===== config.mk =====
export PLATFORM = sky130hd
export DESIGN_NAME = cpu_ctrl_nest
export DESIGN_NICKNAME = d
export VERILOG_FILES = /design/src/rtl/cpu_ctrl_nest.sv
export SDC_FILE = /design/constraint.sdc
export NUM_CORES = 1
export LEC_CHECK = 0
export BUFFER_PORTS_ARGS = -buffer_cell sky130_fd_sc_hd__buf_2
export CAP_MARGIN = 20
export CORE_MARGIN = 10
export CORE_UTILIZATION = 28
export CTS_CLUSTER_DIAMETER = 100
export DETAILED_ROUTE_END_ITERATION = 10
export SYNTH_ARGS = -nofsm -noshare
export SYNTH_HDL_FRONTEND = slang
export SYNTH_SLANG_ARGS = --single-unit

===== constraint.sdc =====
create_clock -name clk -period 8.7 [get_ports clk]
set_clock_uncertainty 0.05 [all_clocks]
set_input_delay 0.87 -clock clk [delete_from_list [all_inputs] [get_ports clk]]
set_output_delay 0.87 -clock clk [all_outputs]
set_load 0.005 [all_outputs]

===== src/rtl/cpu_ctrl_nest.sv =====
// cpu_ctrl_nest: pipeline stall/flush control, control-register file, prioritised IRQ
// channels and a hardware exception stack for nested exceptions / EXRT returns.
// Optional feature macro: CPU_CTRL_IRQ_EDGE_EN (edge-latched, write-1-to-clear pending bits).
module cpu_ctrl_nest #(
    parameter int unsigned IRQ_CH      = 8,
    parameter int unsigned STACK_DEPTH = 4,
    parameter int unsigned ROM_SIZE    = 8192,
    parameter int unsigned SPM_SIZE    = 16384
) (
    input  logic              clk,
    input  logic              reset,
    input  logic [4:0]        creg_rd_addr,
    output logic [31:0]       creg_rd_data,
    output logic              exe_mode,
    input  logic [IRQ_CH-1:0] irq,
    output logic              int_detect,
    output logic [3:0]        int_id,
    input  logic [29:0]       id_pc,
    input  logic [29:0]       mem_pc,
    input  logic              mem_en,
    input  logic              mem_br_flag,
    input  logic [1:0]        mem_ctrl_op,
    input  logic [4:0]        mem_dst_addr,
    input  logic [2:0]        mem_exp_code,
    input  logic [31:0]       mem_out,
    input  logic              if_busy,
    input  logic              mem_busy,
    input  logic              ld_hazard,
    output logic              if_stall,
    output logic              id_stall,
    output logic              ex_stall,
    output logic              mem_stall,
    output logic              if_flush,
    output logic              id_flush,
    output logic              ex_flush,
    output logic              mem_flush,
    output logic [29:0]       new_pc,
    output logic              stack_ovf
);

    localparam int unsigned SP_W  = $clog2(STACK_DEPTH) + 1;
    localparam int unsigned IDX_W = $clog2(STACK_DEPTH);
    localparam logic [31:0] CPU_INFO = 32'h4E45_5354;

    typedef struct packed {
        logic        pre_exe_mode;
        logic        pre_int_en;
        logic [29:0] epc;
        logic        dly_flag;
    } stk_entry_t;

    stk_entry_t        stack_q [STACK_DEPTH];
    logic [SP_W-1:0]   sp_q;
    logic              stack_ovf_q;
    logic              exe_mode_q;
    logic              int_en_q;
    logic [IRQ_CH-1:0] mask_q;
    logic [29:0]       exp_vector_q;
    logic [2:0]        exp_code_q;
    logic [3:0]        irq_id_q;
    logic [29:0]       pre_pc_q;
    logic              br_flag_q;

    logic              stall;
    logic              flush;
    logic              exp_req;
    logic              exrt_req;
    logic              wrcr_req;
    logic              accept;
    logic              do_exp;
    logic              do_exrt;
    logic              do_wrcr;
    logic              stack_full;
    logic [IDX_W-1:0]  top_idx;
    logic [IDX_W-1:0]  push_idx;
    stk_entry_t        top;
    logic [IRQ_CH-1:0] pending;
    logic [IRQ_CH-1:0] active;

    assign exp_req  = (mem_exp_code != 3'd0);
    assign exrt_req = (mem_ctrl_op == 2'd2);
    assign wrcr_req = (mem_ctrl_op == 2'd1);

    assign stall    = if_busy | mem_busy;
    assign accept   = mem_en & ~stall;
    assign do_exp   = accept & exp_req;
    assign do_exrt  = accept & ~exp_req & exrt_req;
    assign do_wrcr  = accept & ~exp_req & ~exrt_req & wrcr_req;

    assign flush     = mem_en & (exp_req | exrt_req | wrcr_req);
    assign if_stall  = stall | ld_hazard;
    assign id_stall  = stall;
    assign ex_stall  = stall;
    assign mem_stall = stall;
    assign if_flush  = flush;
    assign id_flush  = flush | ld_hazard;
    assign ex_flush  = flush;
    assign mem_flush = flush;

    assign exe_mode  = exe_mode_q;
    assign stack_ovf = stack_ovf_q;

    assign stack_full = (sp_q == SP_W'(STACK_DEPTH));

    // Top-of-stack and push slot; an empty stack aliases slot 0, a full one overwrites the top.
    always_comb begin
        top_idx  = (sp_q == '0) ? '0 : IDX_W'(sp_q - 1'b1);
        push_idx = stack_full ? IDX_W'(STACK_DEPTH - 1) : IDX_W'(sp_q);
    end

    assign top = stack_q[top_idx];

`ifdef CPU_CTRL_IRQ_EDGE_EN
    logic [IRQ_CH-1:0] irq_q;
    logic [IRQ_CH-1:0] pending_q;
    logic [IRQ_CH-1:0] pend_clr;

    assign pend_clr = (do_wrcr && mem_dst_addr == 5'd7) ? mem_out[IRQ_CH-1:0] : '0;
    assign pending  = pending_q;

    // Edge capture runs every cycle, even while stalled; a new edge beats a same-cycle clear.
    always_ff @(posedge clk) begin
        if (reset) begin
            irq_q     <= '0;
            pending_q <= '0;
        end else begin
            irq_q     <= irq;
            pending_q <= (pending_q & ~pend_clr) | (irq & ~irq_q);
        end
    end
`else
    assign pending = irq;
`endif

    assign active     = ~mask_q & pending;
    assign int_detect = int_en_q & (|active);

    // Priority encoder: scanning downward leaves the lowest active channel.
    always_comb begin
        int_id = 4'd0;
        for (int i = IRQ_CH - 1; i >= 0; i--) begin
            if (active[i]) int_id = 4'(i);
        end
    end

    // Redirect target follows the MEM inputs regardless of stall.
    always_comb begin
        new_pc = 30'd0;
        if (mem_en && exp_req)       new_pc = exp_vector_q;
        else if (mem_en && exrt_req) new_pc = top.epc;
        else if (mem_en && wrcr_req) new_pc = mem_pc + 30'd1;
    end

    // CREG read mux.
    always_comb begin
        creg_rd_data = 32'd0;
        case (creg_rd_addr)
            5'd0:    creg_rd_data = {30'd0, int_en_q, exe_mode_q};
            5'd1:    creg_rd_data = {30'd0, top.pre_int_en, top.pre_exe_mode};
            5'd2:    creg_rd_data = {id_pc, 2'b00};
            5'd3:    creg_rd_data = {top.epc, 2'b00};
            5'd4:    creg_rd_data = {exp_vector_q, 2'b00};
            5'd5:    creg_rd_data = {20'd0, irq_id_q, 4'd0, top.dly_flag, exp_code_q};
            5'd6:    creg_rd_data = 32'(mask_q);
            5'd7:    creg_rd_data = 32'(pending);
            5'd8:    creg_rd_data = {23'd0, stack_ovf_q, 8'(sp_q)};
            5'd29:   creg_rd_data = 32'(ROM_SIZE);
            5'd30:   creg_rd_data = 32'(SPM_SIZE);
            5'd31:   creg_rd_data = CPU_INFO;
            default: creg_rd_data = 32'd0;
        endcase
    end

    // Architectural state: exception push, EXRT pop, CREG writes, all gated by accept.
    always_ff @(posedge clk) begin
        if (reset) begin
            exe_mode_q   <= 1'b0;
            int_en_q     <= 1'b0;
            mask_q       <= '1;
            exp_vector_q <= 30'd0;
            exp_code_q   <= 3'd0;
            irq_id_q     <= 4'd0;
            pre_pc_q     <= 30'd0;
            br_flag_q    <= 1'b0;
            sp_q         <= '0;
            stack_ovf_q  <= 1'b0;
            for (int i = 0; i < STACK_DEPTH; i++) stack_q[i] <= '0;
        end else if (accept) begin
            pre_pc_q  <= mem_pc;
            br_flag_q <= mem_br_flag;
            if (do_exp) begin
                // In a delay slot the return point is the preceding branch.
                stack_q[push_idx] <= {exe_mode_q, int_en_q,
                                      (br_flag_q ? pre_pc_q : mem_pc), br_flag_q};
                exe_mode_q <= 1'b0;
                int_en_q   <= 1'b0;
                exp_code_q <= mem_exp_code;
                if (mem_exp_code == 3'd1) irq_id_q <= int_id;
                if (stack_full) stack_ovf_q <= 1'b1;
                else            sp_q        <= sp_q + 1'b1;
            end else if (do_exrt) begin
                exe_mode_q <= top.pre_exe_mode;
                int_en_q   <= top.pre_int_en;
                if (sp_q != '0) sp_q <= sp_q - 1'b1;
            end else if (do_wrcr) begin
                case (mem_dst_addr)
                    5'd0: begin
                        int_en_q   <= mem_out[1];
                        exe_mode_q <= mem_out[0];
                    end
                    5'd1: begin
                        stack_q[top_idx].pre_int_en   <= mem_out[1];
                        stack_q[top_idx].pre_exe_mode <= mem_out[0];
                    end
                    5'd3: stack_q[top_idx].epc <= mem_out[31:2];
                    5'd4: exp_vector_q <= mem_out[31:2];
                    5'd5: begin
                        stack_q[top_idx].dly_flag <= mem_out[3];
                        exp_code_q                <= mem_out[2:0];
                    end
                    5'd6: mask_q <= mem_out[IRQ_CH-1:0];
                    5'd8: if (mem_out[8]) stack_ovf_q <= 1'b0;
                    default: ;
                endcase
            end
        end
    end

endmodule


==> metrics <==
outcome=finished clean; FMAX=0.2206 GHz; Wirelength per Cell=20.32 um; CTS tree=done; Reg2Reg Capture Point=stack_q[2][10]; Switching Power=0.0006324 W; Num Clock Sinks=213; Setup Buffers After CTS=0; final hold vios=0; via density per instance=5.297; first-pass GRT wire length=63860 um; Final Cycle Share=52.11%; DIE WIDTH=226.6 um; Root Buffer=clkbuf_16; Yosys Warn Count=0; register share of total power=46.4%; Clock Tree Buf Depth=3; global route overflow=0; Crit Path Class=flip-flop to primary output; top cells by count, synth=242 x nand2_1, 165 x nor2_1, 132 x edfxtp_1; GR Util met2=26.78%; TritonCTS buffer count=22; I/O Pins=199; Die H=226.6 um; RSZ-0062 raised after global routing=no; Distinct cells, synth=74; Peak VDD IR=0.0001237 V; met1 Use GR=20.07%; Leak=5.538 nW; M3 GR Usage=2.339%; switching share of power=26.40%; ys async rst share=0%; Setup Viol. Count Final=0; area grow syn2layout=18.19%; Placement Setup Slack=4.420 ns; # resized after CTS=0; power density over the cells=169.7 mW/mm^2; drt first pass iters=7; hold endpoint=pre_pc_q[21]; critical path launch point type=flip-flop; count of pins over their slew limit=0; worst r2r src=sp_q[1]; Core Rows=75; clock-pin slew on the worst setup and hold paths=0.06 ns; cell internal pwr=0.001763 W; Final nets=1632; GRT Util Overall=15.79%; logic gate share of total power=12.9%; Hold Path Stages=2; DP Wirelength=29960 um; Crit. End Element=primary output; FF-to-FF setup slack=5.19 ns; I/O Buffers=197; Setup WS post-layout=4.167 ns; Max-Cap Viols=0; Yosys top cell by area=edfxtp_1; DRC=0; Avg Cell Area, Syn=8.753 sq um; Post-synth EDFFs=132; Initial Utilization=28.42%; setup TNS=0 ns; total wire length=41870 um; vias=10.92k; via count of the first global-routing pass=10.51k; clk_lat worst skew=0.52 ns; Placement Cell Area=0.01335 sq mm; Die ar.=0.05133 sq mm; Detail Route Antenna Nets=0; GRT busiest layer=met2; top cells by area, synth=edfxtp_1 33%, dfxtp_1 14%, nand2_1 7.6%; initial antenna violation count=0; clock power share=40.6%; Crit path required time=7.78 ns; synthesized area=0.01195 sq mm; Yosys reg bits=213; # H-tree levels=1; fin crit period=4.533 ns; Slew headroom=17.71%; hold buffer count at CTS=0; post-route cell area=0.01412 sq mm; R2R cell count=9; post-synth net total=1492; largest net degree at the start of global routing=72; top cell type's share of synthesized area=33.18%; Post-synth top flop=edfxtp_1; data arrival time of the worst path=3.61 ns; violation count after the first detailed-route iteration=864; hold path start=pre_pc_q[21]; worst-path maximum fanout=33; register area share after synthesis=46.75%; core box area=0.04204 sq mm; total power draw=0.002396 W; routability cong.=0.9242; share of layout cells above drive strength 1=20.18%; Slew @ Worst Pin=1.223 ns; min-delay worst type=flip-flop to flip-flop; cell with the most instances after synthesis=nand2_1; cell count after synthesis=1365
==> registers in the layout (all words and copies together), names as in the netlist <==
| signal | flops |
|---|---|
| stack_ovf | 1 |
| irq_id_q | 3 |
| pre_pc_q | 30 |
| exp_code_q | 3 |
| int_en_q | 1 |
| stack_q | 132 |
| exe_mode | 1 |
| br_flag_q | 1 |
| mask_q | 8 |
| exp_vector_q | 30 |
| sp_q | 3 |
==> power by group through the flow <==
stage          registers [W]  logic, W  clock network [W]
4_1_cts              0.00111  0.000306           0.000981
5_1_grt              0.00112  0.000335            0.00102
2_1_floorplan        0.00113  0.000171                  0
3_5_place_dp         0.00113  0.000306                  0
3_3_place_gp         0.00113  0.000303                  0
6_report             0.00111  0.000310           0.000973
==> kinds of logic (layout without fill, tap and decap cells) <==
family | Yosys count | after routing | synth area share, %
AO/OA/AOI/OAI | 302 | 302 | 15.95
multiplexers | 66 | 66 | 5.760
buffers and inverters | 153 | 309 | 5.425
flip-flops | 213 | 213 | 46.75
other | 1 | 2 | 0.03139
AND/OR/NAND/NOR | 595 | 595 | 23.36
XOR/XNOR | 30 | 30 | 2.199
adder cells (fa/ha/maj) | 5 | 5 | 0.5236
==> final cells by class <==
cell class	count	area (sq um)
clock buffer	30	658.1
sequential	213	5588
clock inverter	10	86.33
antenna	1	2.502
multi-input combinational	999	5761
fill	4326	27920
inverter	48	180.2
tap	539	674.4
timing repair buffer	221	1171
==> routing by layer <==
layer  up-vias  wire, um
met5         -         0
met4         0      1160
met3        74      2887
met2       462     20480
met1      5277     17350
li1       5104         -
==> critical path, cell delays in order (launching register included) <==
cell	delay [ns]
dfxtp_2	0.32
inv_1	0.16
ha_1	0.21
ha_1	0.28
or2_2	0.68
mux2_2	0.41
o21ai_0	0.50
o22ai_1	0.20
a21o_1	0.21
buf_2	0.13
==> worst max path at each step <==
stage	startpoint	cells after the start	end	slack, ns
after floorplan	sp_q[0]	11	stack_q[3][10]	4.74
after global placement	mem_en	9	stack_q[2][3]	4.52
after detailed placement	sp_q[1]	9	stack_q[2][5]	4.42
after CTS	sp_q[0]	7	new_pc[9]	4.20
after global routing	sp_q[0]	9	new_pc[15]	3.98
final	sp_q[0]	9	new_pc[9]	4.17
==> layout by cell type (no fill, tap or decap), types with 14 or more instances in the layout <==
master,n
nand2b_1,15
and3_1,37
a21oi_1,91
xor2_1,18
dfxtp_1,79
nor2_1,161
a211oi_1,14
o221ai_1,16
o21ai_0,73
a31oi_1,15
inv_1,48
a221oi_1,15
mux2_2,22
edfxtp_1,132
nand2_1,242
clkbuf_16,25
buf_4,22
nor2b_1,20
nand3_1,44
mux2i_1,44
buf_2,198
a22oi_1,22
==> through the flow <==
stage	instances	util (%)	hold slack, ns
final	2061	33.59	0.4035
after global placement	2018	31.76	0.3890
after global routing	2060	33.58	0.4258
after floorplan	1365	-	0.3829
after detailed placement	2018	31.76	0.3973
after CTS	2058	33.54	0.4058
(Power assumes the default switching activity.)
